### src/rtl/fetch_pkg.sv
// Shared definitions for the instruction fetch unit: FSM encoding, the NOP
// word presented on an empty queue, and the queue entry layout.
package fetch_pkg;

    localparam logic [1:0] IDLE = 2'd0;
    localparam logic [1:0] WAIT = 2'd1;
    localparam logic [1:0] DROP = 2'd2;

    localparam logic [31:0] NOP_INSTR  = 32'h0000_0013;
    localparam int          QDEPTH_DEF = 2;

    typedef struct packed {
        logic [31:0] pc;
        logic [31:0] instr;
    } fetch_entry_t;

    localparam fetch_entry_t EMPTY_ENTRY = '{pc: 32'h0, instr: NOP_INSTR};

endpackage

### src/rtl/fetch_fifo.sv
// Synchronous {PC, instr} queue between fetch and decode. An empty queue
// presents PC 0 with a NOP so decode never sees stale data.
module fetch_fifo
    import fetch_pkg::*;
#(
    parameter int DEPTH = QDEPTH_DEF
) (
    input  logic                     clk,
    input  logic                     reset,
    input  logic                     push,
    input  logic                     pop,
    input  logic                     clear,
    input  fetch_entry_t             din,
    output logic [$clog2(DEPTH):0]   count,
    output logic                     head_valid,
    output fetch_entry_t             head
);

    localparam int AW = $clog2(DEPTH);
    localparam logic [AW:0]   CNT_ONE = 1;
    localparam logic [AW-1:0] PTR_ONE = 1;

    fetch_entry_t  mem [DEPTH];
    logic [AW-1:0] wr_ptr;
    logic [AW-1:0] rd_ptr;

    always_ff @(posedge clk) begin
        if (reset || clear) begin
            wr_ptr <= '0;
            rd_ptr <= '0;
            count  <= '0;
        end else begin
            if (push) wr_ptr <= wr_ptr + PTR_ONE;
            if (pop)  rd_ptr <= rd_ptr + PTR_ONE;
            case ({push, pop})
                2'b10:   count <= count + CNT_ONE;
                2'b01:   count <= count - CNT_ONE;
                default: count <= count;
            endcase
        end
    end

    // Storage is data only; occupancy tracking above decides what is live.
    always_ff @(posedge clk) begin
        if (push) mem[wr_ptr] <= din;
    end

    assign head_valid = (count != '0);
    assign head       = head_valid ? mem[rd_ptr] : EMPTY_ENTRY;

endmodule

### src/rtl/instr_fetch.sv
// Instruction fetch: issues one request at a time to instruction memory,
// queues returned words with their PC, and discards wrong-path responses.
module instr_fetch
    import fetch_pkg::*;
#(
    parameter int QDEPTH = QDEPTH_DEF
) (
    input  logic        clk,
    input  logic        reset,
    input  logic [31:0] PC_IF,
    input  logic        j_br,
    output logic        stall,
    output logic        imem_req,
    output logic [31:0] imem_addr,
    input  logic        imem_gnt,
    input  logic        imem_rvalid,
    input  logic [31:0] imem_rdata,
    output logic        valid_ID,
    output logic [31:0] instr_ID,
    output logic [31:0] PC_ID,
    input  logic        id_ready
);

    localparam int CW = $clog2(QDEPTH) + 1;
    localparam logic [CW:0] QDEPTH_W = QDEPTH[CW:0];

    logic [1:0]    state;
    logic [31:0]   out_pc;
    logic [CW-1:0] count;
    logic [CW:0]   occ_next;
    logic          push;
    logic          pop;
    logic          accept;
    logic          head_valid;
    fetch_entry_t  head;
    fetch_entry_t  push_entry;

    assign imem_addr = PC_IF;

    assign push = (state == WAIT) && imem_rvalid && !j_br;
    assign pop  = valid_ID && id_ready && !j_br;

    // Occupancy after this cycle's push/pop must leave room for the word
    // that a new request will eventually return.
    assign occ_next = {1'b0, count} + {{CW{1'b0}}, push} - {{CW{1'b0}}, pop};

    assign imem_req = !reset && !j_br
                      && ((state == IDLE) || ((state == WAIT) && imem_rvalid))
                      && (occ_next < QDEPTH_W);
    assign accept   = imem_req && imem_gnt;
    assign stall    = reset || !accept;

    always_ff @(posedge clk) begin
        if (reset) begin
            state  <= IDLE;
            out_pc <= '0;
        end else begin
            if (accept) out_pc <= PC_IF;
            case (state)
                IDLE: if (accept) state <= WAIT;
                WAIT: begin
                    if (j_br)             state <= imem_rvalid ? IDLE : DROP;
                    else if (imem_rvalid) state <= accept ? WAIT : IDLE;
                end
                DROP: if (imem_rvalid) state <= IDLE;
                default: state <= IDLE;
            endcase
        end
    end

    assign push_entry = '{pc: out_pc, instr: imem_rdata};

    fetch_fifo #(
        .DEPTH(QDEPTH)
    ) u_fifo (
        .clk        (clk),
        .reset      (reset),
        .push       (push),
        .pop        (pop),
        .clear      (j_br),
        .din        (push_entry),
        .count      (count),
        .head_valid (head_valid),
        .head       (head)
    );

    assign valid_ID = head_valid;
    assign instr_ID = head.instr;
    assign PC_ID    = head.pc;

endmodule

### config.mk
export PLATFORM = sky130hd
export DESIGN_NAME = instr_fetch
export DESIGN_NICKNAME = d
export VERILOG_FILES = /design/src/rtl/fetch_pkg.sv /design/src/rtl/fetch_fifo.sv /design/src/rtl/instr_fetch.sv
export SDC_FILE = /design/constraint.sdc
export NUM_CORES = 1
export LEC_CHECK = 0
export CAP_MARGIN = 25
export CORE_MARGIN = 4
export CORE_UTILIZATION = 49
export DETAILED_ROUTE_END_ITERATION = 16
export PLACE_DENSITY = 0.79
export SETUP_SLACK_MARGIN = 0.2
export SYNTH_ARGS = -nofsm -noshare
export SYNTH_HDL_FRONTEND = slang
export SYNTH_SLANG_ARGS = --single-unit
### constraint.sdc
create_clock -name clk -period 6.59 [get_ports clk]
set_clock_uncertainty 0.15 [all_clocks]
set_input_delay 1.318 -clock clk [delete_from_list [all_inputs] [get_ports clk]]
set_output_delay 1.318 -clock clk [all_outputs]
set_load 0.05 [all_outputs]
Yosys cells after proc, flatten, opt, wreduce, memory -nomap -nowiden
Memories as Yosys holds them, arrays and structs flattened. A register that Yosys moved wholly into a read port is not among the register bits.
Cells that the tools add are included.
{ "totals": {"ff_bits": 38, "mem_bits_rw": 128, "input_bits": 70, "output_inout_bits": 99, "word_cells": 51, "memories": 1} }
{ "mem_list": {"columns": ["name", "depth", "width", "read_ports", "rd_ports_with_merged_regs", "write_ports", "line", "rtl"], "rows": [
  ["u_fifo.mem", 2, 64, 1, 1, 1, "fetch_fifo.sv:23", "fetch_entry_t mem [DEPTH];"]
]} }
{ "op_classes": {"n_addsub": 6, "n_lt_le_gt_ge": 1, "eq_ne": 7, "n_mux": 13, "n_reduce_logical": 18} }
{ "op_table": {"columns": ["cell", "n"], "rows": [
  ["64-bit 2-to-1 mux", 1],
  ["2-bit 2-to-1 mux", 5],
  ["1-bit logical AND", 8],
  ["2-bit one-hot mux with 3 select lines", 1],
  ["1-bit 2-to-1 mux", 5],
  ["2-bit by 1-bit == test with 1-bit output (second input constant)", 2],
  ["2-bit == test (second input constant)", 2],
  ["2-bit inequality test (second input constant)", 2],
  ["2-bit one-hot mux with 2 select lines", 1],
  ["2-bit nonzero test", 2],
  ["2-bit by 1-bit adder with 3-bit output", 1],
  ["1-bit logical NOT", 3],
  ["1-bit logical OR", 3],
  ["3-bit by 2-bit < comparator with 1-bit output (second input constant)", 1],
  ["3-bit inequality test (second input constant)", 1],
  ["3-bit AND reduction", 1],
  ["3-bit by 1-bit subtractor with 3-bit output", 1],
  ["1-bit adder (second input constant)", 2],
  ["2-bit by 1-bit adder with 2-bit output (second input constant)", 1],
  ["2-bit logical NOT", 1],
  ["2-bit by 1-bit subtractor with 2-bit output (second input constant)", 1]
]} }

Logic depth before layout (Yosys ltp)
{ "logic_depth": {"ltp_word": 12, "mapped_depth": 9, "mapped_depth_nobuf": 7} }

Cells and area by module
A second synthesis with hierarchy kept.
{ "hier_totals": {"hier_cells": 484, "hier_area_um2": 6899.1} }
{ "by_module_without_submodules": {"columns": ["module", "instances", "cells_each", "area_per_inst_um2", "seq_area_each_um2"], "rows": [
  ["fetch_fifo", 1, 291, 4992.3, 3943.8],
  ["instr_fetch", 1, 193, 1906.8, 680.7]
]} }

Worst setup path after synthesis
No wires, ideal clock.
{ "synth_path": {"path_type": "in2reg", "start": "in j_br", "end": "mem u_fifo.mem[0][0] (netlist name), enable pin", "setup_ns": 0.487, "t_arrival_ns": 4.461, "required_ns": 5.953, "setup_slack_ns": 1.492, "path_stages": 3, "cell_sequence": "clkbuf_1 nand4bb_1 nor2_1"} }
{ "synth_between": {"elab_chain_len": 4} }
{ "synth_lines": {"columns": ["item", "line", "rtl"], "rows": [
  ["start: declaration", "instr_fetch.sv:11", "input logic j_br,"],
  ["1-bit logical NOT", "instr_fetch.sv:40", "assign push = (state == WAIT) && imem_rvalid && !j_br;"],
  ["1-bit logical AND", "instr_fetch.sv:40", null],
  ["1-bit 2-to-1 mux", "fetch_fifo.sv:45", "if (push) mem[wr_ptr] <= din;"],
  ["1-bit 2-to-1 mux (not written as such)", "fetch_fifo.sv:45", null],
  ["end: declaration", "fetch_fifo.sv:23", null]
]} }
Every way passes these cells.

Final worst setup path
{ "layout_path": {"start": "in id_ready", "end": "out imem_req"} }
{ "layout_between": {"elab_chain_len": 5} }
{ "layout_lines": {"columns": ["item", "line", "rtl"], "rows": [
  ["start: declaration", "instr_fetch.sv:21", "input logic id_ready"],
  ["1-bit logical AND (2 in series)", "instr_fetch.sv:41", "assign pop = valid_ID && id_ready && !j_br;"],
  ["3-bit by 1-bit subtractor with 3-bit output", "instr_fetch.sv:45", "assign occ_next = {1'b0, count} + {{CW{1'b0}}, push} - {{CW{1'b0}}, pop};"],
  ["3-bit by 2-bit < comparator with 1-bit output", "instr_fetch.sv:49", "&& (occ_next < QDEPTH_W);"],
  ["1-bit logical AND", "instr_fetch.sv:49", null],
  ["end: declaration", "instr_fetch.sv:13", "output logic imem_req,"]
]} }
Every way passes these cells.

==> results.yml <==
layout:
  nFillCells: 970
  nNetsFinal: 693
  layout_commonest_cell: "clkdlybuf4s50_1"
  n_antenna_cell: 0
  final_cell_mix: "167 x clkdlybuf4s50_1, 128 x edfxtp_1, 97 x mux2i_1"
  layout.cells.non_filler: 815
  final_util: 0.658
  drive_gt1_frac: 0.0693
  area_growth_syn_to_layout_pct: 31.9
floorplan:
  core_area_um2: 13800
  rows: 43
  pin_count: 169
  initial_core_util: 0.499
  die_area_um2: 16000
  dieHeight_um: 127
  die_w_um: 127
critical_path:
  cpMaxStageDelayCell: "clkdlybuf4s50_1"
  critPathArrivalTime_ns: 4.36
  startpoint_type: "input port"
  critPathTopFamily: "buffers and inverters"
  critPathBufInv: 2
  critPathMaxStageDelay_ns: 0.81
  crit_fanout: 4
  crit_chain: "clkdlybuf4s50_1 > o21ai_0 > xnor2_1 > nand2_1 > fa_1 > nand2b_1 > nor3_1 > and2_1 > clkdlybuf4s50_1"
  worstSetupEndpointType: "primary output"
  cp.required_ns: 5.12
  critical_path_class: "input port to primary output"
  worst_path_most_repeated_cell: "clkdlybuf4s50_1"
cts:
  cts_tree: "built"
  clk_pin_slew_worst_paths_ns: 0.06
  hold_buffers: 0
  cts_buffer_depth: 2
  numCtsBuffers: 17
  root_buffer: "clkbuf_16"
  post-cts-setup-buffers: 0
  cts_num_sinks: 167
  cts_max_level: 4
  clk_latency_ns: 0.41
  cts_resized: 0
global_routing:
  grt_use_total: 0.169
  grt_antenna_before_repair: 0
  grt_max_degree: 70
  grt_overflow: 0
  grt_pass1_vias: 4260
  grt_pass1_wl_um: 21200
place:
  place.gp.congestion: 0.836
  dp_slack_ns: 0.772
  place.detailed.hpwl_um: 8640
  numPortBuffers: 168
  dp.cells: 783
sta:
  rsz0062_at_grt: "no"
  hold_viol: 0
  setup_viol: 0
  worst_pin_slew_ns: 0.928
  finalCritPeriodShare: 0.884
  slew_headroom: 0.380
  max_freq_mhz: 172
  post-route-min-period_ns: 5.83
  layout_setup_ws_ns: 0.762
  report.final.slew_viol_count: 0
  tns_ns: 0
synth:
  synth.cell_area_um2: 6900
  avgSynthCellArea_um2: 14.2
  synth_cell_types: 31
  seq_area_frac_synth: 0.671
  syn-num-nets: 558
  syn-instance-count: 487
  synth_seq_cells: 167
  ys_warn_count: 0
routing:
  vias: 4074
  wire_per_inst_um: 16.3
  drc: 0
  wl_um: 13300
  drt_first_pass_iters: 4
  first_iter_violations: 194
  routed_via_density: 5.00
  ant_nets: 0
power:
  power_frac_seq: 0.506
  intPower_mw: 1.82
  cellLeakagePower_nw: 2.95
  power_mw: 2.29
  swShare: 0.206
  ir_drop_uv: 172
  clockPowerShare: 0.418
  power.switching_mw: 0.472
  p_comb_frac: 0.076
  p_per_area_nw_per_um2: 252
status:
  status: "finished, final reports clean"
run:
  drv_cap: 0
min_path:
  hold_class: "flop to flop"
-- through the flow --
| step | instance area, um^2 | hold slack [ns] |
|---|---|---|
| after floorplan | 6900 | 0.277 |
| after global placement | 8480 | 0.283 |
| after detailed placement | 8500 | 0.288 |
| after CTS | 9090 | 0.303 |
| after global routing | 9090 | 0.323 |
| final | 9090 | 0.302 |
-- sequential cells by signal, indices dropped and copies added, names as in the netlist, named ones only --
name           flops
u_fifo.mem       128
out_pc            32
state              2
u_fifo.count       2
u_fifo.rd_ptr      1
u_fifo.wr_ptr      1
-- metal layers --
layer | up-vias | wire length (um) | GRT usage | share of wire
met5 | - | 0 | 0 | 0
met4 | 0 | 280 | 0.0681 | 0.021
met2 | 139 | 6550 | 0.288 | 0.49
li1 | 1953 | - | - | -
met3 | 23 | 847 | 0.0501 | 0.064
met1 | 1959 | 5620 | 0.202 | 0.42
-- logic make-up (layout without fill, tap and decap cells) --
| kind of cell | count (synthesis) | after routing | share of synthesized area |
|---|---|---|---|
| AO/OA/AOI/OAI | 5 | 5 | 0.00617 |
| XOR/XNOR | 4 | 4 | 0.00617 |
| adder cells (fa/ha/maj) | 1 | 1 | 0.00290 |
| buffers and inverters | 59 | 207 | 0.0552 |
| flip-flops | 167 | 167 | 0.671 |
| multiplexers | 98 | 98 | 0.142 |
| AND/OR/NAND/NOR | 153 | 153 | 0.116 |
-- power by group through the flow --
stage	clock [mW]	combinational [mW]	sequential, mW
after floorplan	0	0.108	1.18
after global placement	0	0.171	1.18
after detailed placement	0	0.175	1.18
after CTS	0.978	0.176	1.16
after global routing	1.03	0.184	1.16
final	0.956	0.174	1.16
-- final timing paths --
kind	start	end	slack, ns	depth (start not counted)
setup reg to reg	u_fifo.count[1]$_SDFFE_PP0P_	out_pc[1]$_SDFFE_PP0N_	3.40	8
setup / recovery	id_ready	imem_req	0.76	9
hold / removal	out_pc[27]$_SDFFE_PP0N_	u_fifo.mem[0][59]$_DFFE_PP_	0.30	0
hold reg to reg	out_pc[27]$_SDFFE_PP0N_	u_fifo.mem[0][59]$_DFFE_PP_	0.30	0
-- synth_stat cells --
cell,count,area share
o21bai_1,1,0.0011
nor4_4,1,0.0031
nor3_1,6,0.0044
dfxtp_1,39,0.11
and4bb_2,1,0.0018
mux2i_1,97,0.14
nand2_1,7,0.0038
nand4bb_1,1,0.0016
nor2b_1,1,0.00091
nor2_1,64,0.035
a21boi_1,1,0.0011
buf_2,7,0.0051
clkbuf_1,14,0.0076
inv_1,2,0.0011
o41a_1,1,0.0016
o2111a_1,1,0.0016
mux2_2,1,0.0016
fa_1,1,0.0029
and2_1,2,0.0018
nand3_1,1,0.00073
nand2b_1,66,0.060
o21ai_0,1,0.00073
xor2_1,1,0.0013
buf_4,32,0.035
nor4bb_1,1,0.0015
buf_6,4,0.0065
nand4_1,1,0.00091
or3b_2,1,0.0013
edfxtp_1,128,0.56
xnor2_1,2,0.0025
xor2_2,1,0.0024
-- layout make-up --
type / count / area, um^2 / share of cell area
flip-flops and latches: 167 / 4630 / 0.509
multi-input cells: 261 / 1910 / 0.210
repair buffers: 173 / 1730 / 0.191
clock buffers: 21 / 470 / 0.0517
well taps: 180 / 225 / 0.0248
clock inverters: 11 / 120 / 0.0132
inverters: 2 / 7.51 / 0.000826
Power figures use the tool's default switching activity.
